[config.mk]
export PLATFORM = sky130hd
export DESIGN_NAME = alu_sequencer
export DESIGN_NICKNAME = d
export VERILOG_FILES = /design/src/rtl/alu_sequencer.sv
export SDC_FILE = /design/constraint.sdc
export NUM_CORES = 1
export LEC_CHECK = 0
export ABC_AREA = 1
export CORE_MARGIN = 2
export CORE_UTILIZATION = 35
export CTS_CLUSTER_SIZE = 40
export DETAILED_ROUTE_END_ITERATION = 7
export MAX_ROUTING_LAYER = met4
export PLACE_DENSITY = 0.68
export RECOVER_POWER = 50
export REMOVE_ABC_BUFFERS = 1
export SLEW_MARGIN = 20
export SYNTH_ARGS = -nofsm -noshare
export SYNTH_HDL_FRONTEND = slang
export SYNTH_SLANG_ARGS = --single-unit
[constraint.sdc]
create_clock -name clk -period 3.04 [get_ports clk]
set_clock_uncertainty 0.1 [all_clocks]
set_input_delay 0.456 -clock clk [delete_from_list [all_inputs] [get_ports clk]]
set_output_delay 0.456 -clock clk [all_outputs]
set_load 0.05 [all_outputs]
[src/rtl/alu_sequencer.sv]
// alu_sequencer: gathers two operands from a shared bus, runs them through
// an external ALU for one cycle and registers the result and flags.
module alu_sequencer #(
    parameter int DATA_BUS_WIDTH  = 16,
    parameter int ALU_OP_NUM_BITS = 2,
    parameter int ALU_OP_ADD      = 0,
    parameter int ALU_OP_SUB      = 1
) (
    input  logic                       clk,
    input  logic                       reset_n,
    input  logic                       start,
    input  logic [ALU_OP_NUM_BITS-1:0] op_in,
    input  logic                       cmp_in,
    input  logic [DATA_BUS_WIDTH-1:0]  data_in,
    input  logic                       data_in_valid,
    output logic                       busy,
    output logic                       done,
    output logic [DATA_BUS_WIDTH-1:0]  result_out,
    output logic                       flag_z,
    output logic                       flag_c,
    output logic                       flag_n,
    output logic                       flag_v,
    output logic [DATA_BUS_WIDTH-1:0]  alu_a,
    output logic [DATA_BUS_WIDTH-1:0]  alu_b,
    output logic [ALU_OP_NUM_BITS-1:0] alu_op,
    input  logic [DATA_BUS_WIDTH-1:0]  alu_result,
    input  logic                       alu_z,
    input  logic                       alu_c,
    input  logic                       alu_n
);

    localparam int MSB = DATA_BUS_WIDTH - 1;
    localparam logic [ALU_OP_NUM_BITS-1:0] OP_ADD =
        ALU_OP_NUM_BITS'(ALU_OP_ADD);
    localparam logic [ALU_OP_NUM_BITS-1:0] OP_SUB =
        ALU_OP_NUM_BITS'(ALU_OP_SUB);

    typedef enum logic [2:0] {
        IDLE,
        LOAD_A,
        LOAD_B,
        EXEC,
        WB
    } state_t;

    state_t state;
    state_t state_nxt;
    logic   cmp_q;
    logic   v_nxt;

    // state register
    always_ff @(posedge clk or negedge reset_n) begin
        if (!reset_n) state <= IDLE;
        else          state <= state_nxt;
    end

    // next-state: operands arrive in order, EXEC and WB last one cycle
    always_comb begin
        state_nxt = state;
        unique case (state)
            IDLE:    if (start) state_nxt = LOAD_A;
            LOAD_A:  if (data_in_valid) state_nxt = LOAD_B;
            LOAD_B:  if (data_in_valid) state_nxt = EXEC;
            EXEC:    state_nxt = WB;
            WB:      state_nxt = IDLE;
            default: state_nxt = IDLE;
        endcase
    end

    assign busy = (state != IDLE);
    assign done = (state == WB);

    // signed overflow from operand and result sign bits
    always_comb begin
        v_nxt = 1'b0;
        if (alu_op == OP_ADD)
            v_nxt = (alu_a[MSB] == alu_b[MSB]) &&
                    (alu_result[MSB] != alu_a[MSB]);
        else if (alu_op == OP_SUB)
            v_nxt = (alu_a[MSB] != alu_b[MSB]) &&
                    (alu_result[MSB] != alu_a[MSB]);
    end

    // latch op and compare mode on an accepted start
    always_ff @(posedge clk or negedge reset_n) begin
        if (!reset_n) begin
            alu_op <= '0;
            cmp_q  <= 1'b0;
        end else if (state == IDLE && start) begin
            alu_op <= op_in;
            cmp_q  <= cmp_in;
        end
    end

    // operand capture from the shared bus
    always_ff @(posedge clk or negedge reset_n) begin
        if (!reset_n) begin
            alu_a <= '0;
            alu_b <= '0;
        end else if (data_in_valid) begin
            if (state == LOAD_A) alu_a <= data_in;
            if (state == LOAD_B) alu_b <= data_in;
        end
    end

    // result and flags captured on the edge leaving EXEC
    always_ff @(posedge clk or negedge reset_n) begin
        if (!reset_n) begin
            result_out <= '0;
            flag_z     <= 1'b0;
            flag_c     <= 1'b0;
            flag_n     <= 1'b0;
            flag_v     <= 1'b0;
        end else if (state == EXEC) begin
            if (!cmp_q) result_out <= alu_result;
            flag_z <= alu_z;
            flag_c <= alu_c;
            flag_n <= alu_n;
            flag_v <= v_nxt;
        end
    end

endmodule

==> impl_metrics.tcl, run 1 <==
set metrics [dict create \
    hold_class "flop to flop" \
    synthTopCellsByCount "70 x nand2_1, 58 x dfrtp_1, 40 x inv_1" \
    synth.cell_area_mm2 0.00238 \
    port_buffers 97 \
    critPathKind "flop to output port" \
    synthAdderAreaFrac_pct 0 \
    fin_crit_sh_pct 78.7 \
    wl_per_cell_um 11.8 \
    fmax_ghz 0.418 \
    power.share.clock_pct 16.2 \
    crit_cells 3 \
    grt_pass1_wl_mm 8.76 \
    grt.overflow.total 0 \
    ff2ff_path_depth 4 \
    drv_slew 0 \
    cts_made_buffers 9 \
    postRouteAntennaNets 0 \
    yosysWarnings 0 \
    core_area_mm2 0.00668 \
    syn_avg_cell_area_um2 9.47 \
    setup_tns_ns 0 \
    diodes 0 \
    end_kind "output port" \
    power.total_uw 4760 \
    fin_crit_ns 2.39 \
    die_h_um 86.4 \
    synthMuxAreaShare_pct 0 \
    hold_violations 0 \
    cellInternalPower_uw 2470 \
    final_core_util_pct 53.9 \
    numClockSinks 58 \
    cp_num_buf_inv 1 \
    clk_pin_slew_ns 0.06 \
    grt_usage_pct 15.5 \
    drive_gt1_share_pct 10.6 \
    p_sw_share_pct 48.1 \
    cp-start-kind "flop" \
    ctsResizeCount 0 \
    synth_top_flop_cell "dfrtp_1" \
    synthCells 251 \
    clock_latency_ns 0.32 \
    antenna_found_initial 0 \
    hpwl_mm 3.59 \
    vdd_drop_max_v 0.000514 \
    status "completed" \
    clk_path_buf_depth 2 \
    fill_cells 625 \
    worst_pin_slew_ns 1.43 \
    p_sw_uw 2290 \
    cts_tree "built" \
    synth-seq-cells 58 \
    post-synth-top-area-cell "dfrtp_1" \
    syn_to_final_growth_pct 51.4 \
    p_seq_share_pct 28.3 \
    hold_path_depth 2 \
    synth_enable_flop_cells 0 \
    fin_nets 395 \
    maxSlewHeadroom_pct 4.57 \
    place.gp.congestion 0.741 \
    drt_pass1_iterations 4 \
    ctsHoldBuffers 0 \
    synth_xor_area_share_pct 0 \
    p_leak_uw 0.00175 \
    post_dp_cell_area_mm2 0.00341 \
    maxCapViolCount 0 \
    fin_area_mm2 0.00360 \
    rows 30 \
    arrival_ns 1.84 \
    ys_types 16 \
    grt_pass1_vias 1895 \
    drc 0 \
    dieWidth_um 86.4 \
    vias 1920 \
    rsz0062_at_grt "false" \
    synth-compound-area-share_pct 13.5 \
    synth_top_area_share_pct 61.1 \
    worstPathRequired_ns 2.48 \
    synth_top_family_by_area "simple AND/OR/NAND/NOR gates" \
    num_io_pins 98 \
    start_util_pct 35.6 \
    async_flop_share_pct 100 \
    p_comb_share_pct 55.5 \
    yosysSeqAreaShare_pct 61.1 \
    crit_path_cell_trace "nor2_1 -> nand2_1 -> clkdlybuf4s50_1" \
    synth_area_leaders "dfrtp_1 61%, nand2_1 11%, o21ai_0 7.2%" \
    yosys.cell_count.top_type "nand2_1" \
    drt-vias-per-instance 4.38 \
    crit_family "buffers and inverters" \
    cts_setup_buffers 0 \
    die-area_mm2 0.00747 \
    grt_start_max_net_pins 59 \
    drt-initial-drc-count 87 \
    drt_wl_total_mm 5.19 \
    cts_htree_levels 3 \
    synthSimpleGateAreaFrac_pct 16.3 \
    slowest_stage "clkdlybuf4s50_1" \
    cts-root-buf "clkbuf_8" \
    cp_max_fo 6 \
    p_per_area_mw_per_mm2 1320 \
    setup_viol 0 \
    cpPeakStageDelay_ns 0.71 \
]
[layout make-up]
type | count | area [µm²] | share of cell area [%]
Sequential cell | 58 | 1450 | 40.3
Timing Repair Buffer | 101 | 986 | 27.4
Multi-Input combinational cell | 143 | 693 | 19.3
Inverter | 40 | 150 | 4.17
Clock buffer | 11 | 141 | 3.93
Tap cell | 80 | 100 | 2.78
Clock inverter | 5 | 77.6 | 2.16
[layout by cell type, fill, tap and decap left out]
cell and n:
a21oi_1 2, buf_2 1, buf_4 1, bufinv_16 2, clkbuf_1 3, clkbuf_2 1
clkbuf_8 10, clkdlybuf4s50_1 94, clkinv_2 2, clkinvlp_4 1, dfrtp_1 58, dlygate4sd3_1 2
inv_1 40, nand2_1 70, nand2_2 4, nand3_1 8, nand3b_1 2, nor2_1 5
nor3_1 1, o21ai_0 34, o21ai_2 16, or2_1 1
[kinds of logic after synthesis]
family / after synthesis
simple gates: 91
flops: 58
compound gates: 52
buf+inv: 50
[through the flow]
stage	hold WS, ns	std cells	setup WS, ns
after global placement	0.362	422	1.02
final	0.378	438	0.648
after global routing	0.396	438	0.507
after floorplan	0.0604	241	0.934
after detailed placement	0.367	422	1.02
after CTS	0.202	438	0.658
[power groups by stage]
stage,clock network (µW),logic (µW),registers [µW]
final,772,2640,1350
after global routing,833,2810,1400
after CTS,801,2680,1350
after detailed placement,0,2680,1360
after global placement,0,2640,1350
after floorplan,0,566,2530
[routing by layer]
layer | global-route usage (%) | part of all wire [%]
met2 | 23.1 | 45
met1 | 19.7 | 47
met4 | 7.24 | 1.1
met5 | - | 0
met3 | 4.19 | 6.1
[state kept, by name, summed over array words and instances, names as in the netlist]
signal      count
state           3
alu_a          16
alu_b          16
cmp_q           1
alu_op          2
flag_z          1
flag_v          1
flag_n          1
flag_c          1
result_out     16
[worst min-delay path: cells and delay by family, from the launching register on]
family,cells,cell delay (ns)
flip-flops,1,0.34
AND/OR/NAND/NOR,2,0.11
[path summary, 6_finish.rpt]
kind | end | slack [ns] | from
hold reg to reg | flag_v$_DFFE_PN0P_ | 0.38 | flag_v$_DFFE_PN0P_
setup / recovery | busy | 0.65 | state[0]$_DFFE_PN0P_
hold / removal | flag_v$_DFFE_PN0P_ | 0.38 | flag_v$_DFFE_PN0P_
min in group asynchronous | alu_op[1]$_DFFE_PN0P_ | 0.46 | reset_n
max in group asynchronous | alu_b[6]$_DFFE_PN0P_ | 1.52 | reset_n
setup reg to reg | alu_b[2]$_DFFE_PN0P_ | 0.98 | state[0]$_DFFE_PN0P_
(Power assumes the default switching activity.)
==> run 2, diff against run 1 <==
==> constraint.sdc (replaced) <==
create_clock -name clk -period 2.4 [get_ports clk]
set_clock_uncertainty 0.1 [all_clocks]
set_input_delay 0.36 -clock clk [delete_from_list [all_inputs] [get_ports clk]]
set_output_delay 0.36 -clock clk [all_outputs]
set_load 0.05 [all_outputs]
==> run 2 against run 1 <==
Sequential share of layout area is 0.68 points lower. Cell count grew 0.23%. Combinational power is 27% higher. Total power rose by 30%. Critical path type unchanged. Largest power group unchanged. Highest routed layer unchanged.
==> impl_metrics.tcl, run 2 (same netlist as run 1, synthesis figures left out) <==
set metrics [dict create \
    top_regs "alu_a x16, alu_b x16, result_out x16" \
    cts_tree "built" \
    hold_path_depth 2 \
    reg2reg_slack_ns 0.70 \
    p_per_area_mw_per_mm2 1690 \
    final_core_util_pct 54.8 \
    cts-root-buf "clkbuf_8" \
    final_common_cell "clkdlybuf4s50_1" \
    clock_latency_ns 0.32 \
    drv_slew 0 \
    fin_nets 396 \
    hold_violations 0 \
    r2r_end "alu_b[0]$_DFFE_PN0P_" \
    rsz0062_at_grt "false" \
    fill_cells 631 \
    fmax_ghz 0.442 \
    hold_class "flop to flop" \
    diodes 0 \
    cts_htree_levels 3 \
    place.gp.congestion 0.744 \
    grt.overflow.total 0 \
    critPathKind "flop to output port" \
    antenna_found_initial 0 \
    grt_use_met3_pct 4.10 \
    r2r_start "state[0]$_DFFE_PN0P_" \
    vdd_drop_max_v 0.000756 \
    worstPathRequired_ns 1.94 \
    grt_pass1_wl_mm 8.64 \
    fin_area_mm2 0.00366 \
    vias 1936 \
    arrival_ns 1.80 \
    start_util_pct 35.6 \
    ctsHoldBuffers 1 \
    maxCapViolCount 0 \
    drt_pass1_iterations 4 \
    status "completed" \
    clk_pin_slew_ns 0.07 \
    die-area_mm2 0.00747 \
    post_dp_cell_area_mm2 0.00342 \
    rows 30 \
    ctsResizeCount 0 \
    syn_to_final_growth_pct 54.0 \
    core_area_mm2 0.00668 \
    setup_tns_ns 0 \
    ff2ff_path_depth 4 \
    cp_max_fo 6 \
    pre_cts_ws_ns 0.459 \
    worst_pin_slew_ns 1.49 \
    drive_gt1_share_pct 11.4 \
    postRouteAntennaNets 0 \
    fin_crit_ns 2.26 \
    cp-start-kind "flop" \
    maxSlewHeadroom_pct 0.428 \
    p_leak_uw 0.00178 \
    final_cell_mix "96 x clkdlybuf4s50_1, 70 x nand2_1, 58 x dfrtp_1" \
    setup_viol 0 \
    cts_setup_buffers 0 \
    die_h_um 86.4 \
    port_buffers 97 \
    drc 0 \
    drt-vias-per-instance 4.41 \
    grtUsageMet1_pct 19.0 \
    busiest_layer "met2" \
    hpwl_mm 3.72 \
    grt_pass1_vias 1857 \
    worst_slack_ns 0.140 \
    num_io_pins 98 \
    fin_crit_sh_pct 94.2 \
    clk_path_buf_depth 2 \
    drt-initial-drc-count 128 \
    grt_usage_pct 15.5 \
    cts_made_buffers 9 \
    gr-usage-met2_pct 24.1 \
    end_kind "output port" \
    dieWidth_um 86.4 \
    hold_start "result_out[15]$_DFFE_PN0P_" \
    hold-path-endpoint "result_out[15]$_DFFE_PN0P_" \
    drt_wl_total_mm 5.28 \
    grt_start_max_net_pins 34 \
    numClockSinks 58 \
    fin_hold_ws_ns 0.380 \
    wl_per_cell_um 12.0 \
]
[run 2: cell type report]
class	count	area (µm²)	area share [%]
Inverter	40	150	4.10
Timing Repair Buffer	102	1010	27.6
Clock inverter	5	100	2.73
Multi-Input combinational cell	143	696	19.0
Clock buffer	11	151	4.14
Tap cell	80	100	2.73
Sequential cell	58	1450	39.6
[run 2: worst max path at each step]
stage                         start    to  slack (ns)  cells after the start
2_1_floorplan  state[0]$_DFFE_PN0P_  done        0.39                      1
3_3_place_gp   state[0]$_DFFE_PN0P_  done        0.48                      2
3_5_place_dp   state[0]$_DFFE_PN0P_  done        0.46                      2
4_1_cts        state[0]$_DFFE_PN0P_  done        0.09                      2
5_1_grt        state[0]$_DFFE_PN0P_  busy        0.06                      3
6_report       state[0]$_DFFE_PN0P_  done        0.14                      2
[run 2: worst max-delay path: stages (launching register included)]
cell,delay (ns)
dfrtp_1,0.45
nor3_1,0.20
clkdlybuf4s50_1,0.83
[run 2: through the flow]
step                total power [µW]  std cells
finish                          6170        439
global route                    6520        439
CTS                             6270        439
detailed placement              5120        422
global placement                5060        422
floorplan                       3920        241
[run 2: per-layer routing]
metal / wire length, µm / vias to the layer above
li1: - / 984
met1: 2370 / 868
met2: 2410 / 74
met3: 412 / 10
met4: 85 / 0
met5: 0 / -
[run 2: power breakdown]
part / internal [µW] / switching (µW) / total (µW)
combinational: 1090 / 2260 / 3350
sequential: 1440 / 269 / 1710
clock: 743 / 371 / 1110
total: 3270 / 2900 / 6170
